**config.mk**
```make
export PLATFORM = sky130hd
export DESIGN_NAME = cache_flush_controller
export DESIGN_NICKNAME = d
export VERILOG_FILES = /design/src/rtl/cache_flush_controller_pkg.sv /design/src/rtl/cache_flush_controller_walk.sv /design/src/rtl/cache_flush_controller.sv
export SDC_FILE = /design/constraint.sdc
export NUM_CORES = 1
export LEC_CHECK = 0
export ABC_AREA = 1
export CORE_MARGIN = 2
export CORE_UTILIZATION = 40
export DETAILED_ROUTE_END_ITERATION = 8
export GPL_ROUTABILITY_DRIVEN = 0
export GPL_TIMING_DRIVEN = 0
export MAX_ROUTING_LAYER = met4
export PLACE_DENSITY = 0.82
export SYNTH_ARGS = -nofsm -noshare
export SYNTH_HDL_FRONTEND = slang
export SYNTH_SLANG_ARGS = --single-unit
```
**constraint.sdc**
```tcl
create_clock -name clock -period 1.6 [get_ports clock]
set_input_delay 0.16 -clock clock [delete_from_list [all_inputs] [get_ports clock]]
set_output_delay 0.16 -clock clock [all_outputs]
set_load 0.01 [all_outputs]
```
**src/rtl/cache_flush_controller_pkg.sv**
```systemverilog
// Shared cache-subsystem definitions: coherence states,
// line status bit positions and the flush FSM encoding.
package cache_flush_controller_pkg;

  localparam logic [1:0] SHARED    = 2'b01;
  localparam logic [1:0] EXCLUSIVE = 2'b10;
  localparam logic [1:0] MODIFIED  = 2'b11;

  localparam int VALID_BIT = 1;
  localparam int DIRTY_BIT = 0;

  typedef enum logic [2:0] {
    IDLE,
    READ,
    CHECK,
    WRITEBACK,
    INVAL,
    DONE
  } flush_state_e;

endpackage

```
**src/rtl/cache_flush_controller_walk.sv**
```systemverilog
// Set/way walker: way increments first, wrapping into the
// next set; last flags the final way of the final set.
module line_walk_counter #(
  parameter int INDEX_BITS     = 8,
  parameter int WAY_BITS       = 2,
  parameter int NUMBER_OF_WAYS = 4
) (
  input  logic                  clock,
  input  logic                  reset,
  input  logic                  clear,
  input  logic                  advance,
  output logic [INDEX_BITS-1:0] index,
  output logic [WAY_BITS-1:0]   way_select,
  output logic                  last
);

  localparam logic [WAY_BITS-1:0] LAST_WAY =
    WAY_BITS'(NUMBER_OF_WAYS - 1);

  logic last_way;

  assign last_way = (way_select == LAST_WAY);
  assign last     = last_way && (index == '1);

  always_ff @(posedge clock) begin
    if (reset || clear) begin
      index      <= '0;
      way_select <= '0;
    end else if (advance) begin
      if (last_way) begin
        way_select <= '0;
        index      <= index + 1'b1;
      end else begin
        way_select <= way_select + 1'b1;
      end
    end
  end

endmodule

```
**src/rtl/cache_flush_controller.sv**
```systemverilog
// Walks every cache line, writing back valid+dirty lines and
// optionally invalidating each visited line.
module cache_flush_controller
  import cache_flush_controller_pkg::*;
#(
  parameter int STATUS_BITS    = 2,
  parameter int COHERENCE_BITS = 2,
  parameter int OFFSET_BITS    = 2,
  parameter int DATA_WIDTH     = 32,
  parameter int NUMBER_OF_WAYS = 4,
  parameter int ADDRESS_BITS   = 32,
  parameter int INDEX_BITS     = 8,
  parameter bit INVALIDATE_ON_FLUSH = 1'b1,
  localparam int BLOCK_WIDTH = DATA_WIDTH << OFFSET_BITS,
  localparam int TAG_BITS =
    ADDRESS_BITS - OFFSET_BITS - INDEX_BITS,
  localparam int WAY_BITS =
    (NUMBER_OF_WAYS > 1) ? $clog2(NUMBER_OF_WAYS) : 1
) (
  input  logic                    clock,
  input  logic                    reset,
  input  logic                    flush_req,
  output logic                    busy,
  output logic                    flush_done,
  output logic                    read,
  output logic                    invalidate,
  output logic [INDEX_BITS-1:0]   index,
  output logic [WAY_BITS-1:0]     way_select,
  input  logic [BLOCK_WIDTH-1:0]  data_out,
  input  logic [TAG_BITS-1:0]     tag_out,
  input  logic [STATUS_BITS-1:0]  status_bits,
  output logic                    wb_valid,
  input  logic                    wb_ready,
  output logic [ADDRESS_BITS-1:0] wb_address,
  output logic [BLOCK_WIDTH-1:0]  wb_data
);

  if (STATUS_BITS < 2 || COHERENCE_BITS < 1) begin : g_bad_cfg
    $error("status field needs valid and dirty bits");
  end

  flush_state_e state;
  logic start;
  logic dirty;
  logic advance;
  logic last;

  assign start = (state == IDLE) && flush_req;
  assign dirty = status_bits[VALID_BIT]
               & status_bits[DIRTY_BIT];

  // The walk steps on the cycle a line is finished with.
  assign advance = INVALIDATE_ON_FLUSH
    ? (state == INVAL)
    : ((state == CHECK && !dirty) ||
       (state == WRITEBACK && wb_ready));

  line_walk_counter #(
    .INDEX_BITS    (INDEX_BITS),
    .WAY_BITS      (WAY_BITS),
    .NUMBER_OF_WAYS(NUMBER_OF_WAYS)
  ) u_walk (
    .clock     (clock),
    .reset     (reset),
    .clear     (start),
    .advance   (advance),
    .index     (index),
    .way_select(way_select),
    .last      (last)
  );

  always_ff @(posedge clock) begin
    if (reset) begin
      state      <= IDLE;
      busy       <= 1'b0;
      flush_done <= 1'b0;
      read       <= 1'b0;
      invalidate <= 1'b0;
      wb_valid   <= 1'b0;
      wb_address <= '0;
      wb_data    <= '0;
    end else begin
      read       <= 1'b0;
      invalidate <= 1'b0;
      flush_done <= 1'b0;
      unique case (state)
        IDLE: begin
          if (flush_req) begin
            state <= READ;
            read  <= 1'b1;
            busy  <= 1'b1;
          end
        end
        READ: state <= CHECK;
        CHECK: begin
          wb_address <= {tag_out, index,
                         {OFFSET_BITS{1'b0}}};
          wb_data    <= data_out;
          if (dirty) begin
            state    <= WRITEBACK;
            wb_valid <= 1'b1;
          end else if (INVALIDATE_ON_FLUSH) begin
            state      <= INVAL;
            invalidate <= 1'b1;
          end else begin
            state      <= last ? DONE : READ;
            read       <= !last;
            flush_done <= last;
          end
        end
        WRITEBACK: begin
          if (wb_ready) begin
            wb_valid <= 1'b0;
            if (INVALIDATE_ON_FLUSH) begin
              state      <= INVAL;
              invalidate <= 1'b1;
            end else begin
              state      <= last ? DONE : READ;
              read       <= !last;
              flush_done <= last;
            end
          end
        end
        INVAL: begin
          state      <= last ? DONE : READ;
          read       <= !last;
          flush_done <= last;
        end
        DONE: begin
          state <= IDLE;
          busy  <= 1'b0;
        end
        default: begin
          state <= IDLE;
          busy  <= 1'b0;
        end
      endcase
    end
  end

endmodule

```
==> results.txt <==
The run finished with clean final reports. Power spread over the standard cell area amounts to 1530 mW/mm². The detail-routed via count per cell was 4.70.

The class of the most critical hold timing path is primary input to register. The number of vias after detailed routing was 6481; the first-iteration detailed-routing DRC count was 261. The multiplexer share of the synthesized area is 0. The deepest clock path buffer count was 2; the adder and majority gate portion of the synthesized area was 0.00392. Total cell area at the placement stage: 0.00994 mm². The fraction of layout cells with a size suffix above 1 works out to 0.0687. The worst setup path is captured at a primary output. Final cell area excluding filler cells: 0.0105 mm². Counting tap cells, the placed design contains a total of 1349 instances.

The total power is 16.1 mW, and the number of cells traversed by the worst hold path is 3. Global-route track usage on met2: 0.418. Setup repair after global routing left no endpoint under its margin. The tools report the clock root buffer as clkbuf_16. The tools report the sink of the worst hold path as wb_data[73]. Among all stages on the critical path, the largest delay is contributed by clkdlybuf4s50_1. The tools report the cell leakage power as 4.49 nW. In this run the critical register-to-register path is captured at wb_address[10].

The tools report the number of warnings reported in the yosys synthesis log as 0. The final critical delay including setup and external delays was 1.55 ns; the maximum number of pins on one net before global-route repair was 17. The number of buffers created by CTS was 17; the data required time at the worst endpoint was 1.44 ns. The tools report the number of global-route vias before repair as 6180. For this run, the detailed router's first-pass iteration total came to 5.

In this run the most used layer during global routing was met2. Classification of the worst setup path: register to primary output. The critical path goes through clkdlybuf4s50_1. For the placement-stage worst setup slack, the log shows -0.249 ns.

The final critical-path share of the clock period was 0.966; the critical path data arrival time was 1.39 ns. Once the clock tree was built, the setup fixing pass inserted 0 buffers. For this run, the post-layout net count is 1310.

The depth of the critical timing path with buffers and inverters included is 1. The fraction of the yosys area taken by sequential cells is 0.552. The synthesis-stage register bit count works out to 176. The worst hold slack after final layout is 0.309 ns, and the post-synthesis cell area is 0.00639 mm².

The number of max-slew violations in the final report came out at 0. The width of the chip works out to 130 µm. The number of different library cells used by synthesis comes to 24. The buffering stage count on the worst path with inverters included works out to 1.

Startpoint type of the worst setup path: a register. The number of antenna-violating nets in the routed design is 0. For the met3 global-route usage, the log shows 0.0865.

The share of synthesized cell area in and, or, nand and nor gates is 0.230, and the post-route non-filler standard cell count is 1380. Number of buffers inserted by port buffering: 328. The setup check on the worst reg-to-reg path leaves a slack of 0.18 ns.

The synthesized-area fraction occupied by xor and xnor cells was 0; the H-tree depth reported by CTS was 4. The number of fill cells in the layout came out at 1315. After global routing the overflow that remains totals 0. TritonCTS built the clock tree. The highest fanout seen on the critical path is 2, and the placeable core region is 0.0158 mm².

The clock reaches the later pin of the worst-skew pair after 0.43 ns. The routing usage on met1 was 0.264; the detailed placement HPWL was 15500 µm. The tools report the quantity of hold-fixing buffers added after cts as 0.

After detailed routing, the number of remaining DRC violations is 0. Counting cells, the worst reg-to-reg path comes to 7. The average instance in the mapped netlist occupies 7.94 µm². The total global routing track utilization is 0.242. The effective utilization at floorplan came out at 0.405. The logs give 331 for the top-level port count and 20800 µm for the wire length after detailed routing.

The worst register-to-register path begins at state[2]. The die is 130 µm tall. After floorplanning, the core was divided into 46 placement rows.

On the worst path, the slowest cell contributes a delay of 0.57 ns. After clock tree synthesis, the clock-pin slew on the worst setup and hold paths is 0.07 ns. For the number of violations of the max-capacitance limit, the log shows 0.

Leaving out fill and tap cells, the most frequent cell in the layout is nor2_1. From synthesis to final layout, the design area changed by 64.7%. After synthesis, the largest family of logic cells by area is simple AND/OR/NAND/NOR gates. Across all setup checks in the final design, the least slack found is 0.0542 ns. Among cell families on the critical path, the largest total delay comes from buffers and inverters. The peak supply drop is 0.783 mV, and the number of antenna violations at the first check in global routing is 0.

The antenna diode count is 0, and the average wire per standard cell is 15.1 µm. Leaving out fill and tap cells, the most frequent cells in the layout are nor2_1 (321), clkdlybuf4s50_1 (319), dfxtp_1 (175). Number of sinks on the clock net: 176. The cell count after synthesis came out at 804. The clock arrives with 0.0101 ns of skew. The first global-routing pass estimated 30800 µm of wire. The hold path startpoint was data_out[73].

Derived from the worst setup path, the maximum achievable clock frequency is 0.647 GHz. The fraction of the mapped netlist area in compound gates was 0.140; the number of hold violations in the final report was 0. The die covers 0.0170 mm². Setup violations remaining at the end of the flow were counted as 0.
flip-flops by register name (all words and copies together) (netlist names):
signal and flops:
wb_valid 1, flush_done 1, invalidate 1, state 3, wb_data 128, read 1
u_walk.index 8, busy 1, u_walk.way_select 2, wb_address 30
kinds of logic after synthesis:
group / count (synthesis)
buf+inv: 72
simple gates: 374
compound gates: 179
flops: 176
fa+ha+maj: 2
other cells: 1
what timing repair did:
action | CTS | global route
setup endpoints to repair | 7 | 4
gates resized for setup | 7 | 4
gates cloned | 0 | 0
hold endpoints to repair | 0 | 0
where the power goes:
group / internal (mW) / switching, mW / total (mW)
clock network: 2.21 / 1.84 / 4.05
registers: 5.54 / 0.577 / 6.11
logic: 3.11 / 2.85 / 5.96
total: 10.9 / 5.26 / 16.1
metal layers:
layer | wire (µm) | part of all wire | vias up
li1 | - | - | 3266
met1 | 8360 | 0.40 | 2941
met2 | 10200 | 0.49 | 246
met3 | 1910 | 0.092 | 28
met4 | 350 | 0.017 | 0
met5 | 0 | 0 | -
synth_stat cells:
master | instances | area, µm²
nor2_1 | 321 | 1200
nand2_1 | 33 | 124
buf_4 | 5 | 37.5
dfxtp_1 | 176 | 3520
nand2_2 | 2 | 12.5
nor3_1 | 1 | 5.00
buf_2 | 15 | 75.1
o21ai_1 | 10 | 50.1
nand3_1 | 10 | 50.1
a21oi_1 | 18 | 90.1
buf_6 | 11 | 124
or2_2 | 1 | 6.26
conb_1 | 1 | 3.75
nor2_4 | 3 | 33.8
inv_2 | 2 | 7.51
o21ai_0 | 151 | 756
nand3b_1 | 1 | 7.51
clkbuf_8 | 8 | 110
and3_1 | 1 | 6.26
ha_1 | 2 | 25.0
clkbuf_1 | 15 | 56.3
buf_1 | 1 | 3.75
nand3_4 | 1 | 17.5
inv_1 | 15 | 56.3
layout make-up:
cell class | count | area [µm²] | area share
buffer | 55 | 407 | 0.0387
timing repair buffer | 328 | 3280 | 0.312
sequential | 176 | 3520 | 0.335
multi-input combinational | 557 | 2400 | 0.228
clock inverter | 12 | 125 | 0.0119
clock buffer | 19 | 443 | 0.0421
tap | 216 | 270 | 0.0257
inverter | 17 | 63.8 | 0.00607
worst max path at each step:
| stage | from | endpoint | slack, ns |
|---|---|---|---|
| floorplan | u_walk.index[0] | state[2] | 0.31 |
| global placement | reset | wb_address[16] | -0.16 |
| detailed placement | reset | wb_address[17] | -0.25 |
| CTS | u_walk.way_select[0] | way_select[0] | 0.008 |
| global route | wb_address[18] | wb_address[18] | 0.03 |
| finish | wb_address[18] | wb_address[18] | 0.05 |
stage by stage:
stage | TNS (ns) | utilization
final | 0 | 0.667
after global routing | 0 | 0.667
after floorplan | 0 | -
after global placement | -10.70 | 0.631
after CTS | 0 | 0.666
after detailed placement | -14.63 | 0.631
No activity file was read; power rests on OpenSTA's default activity.
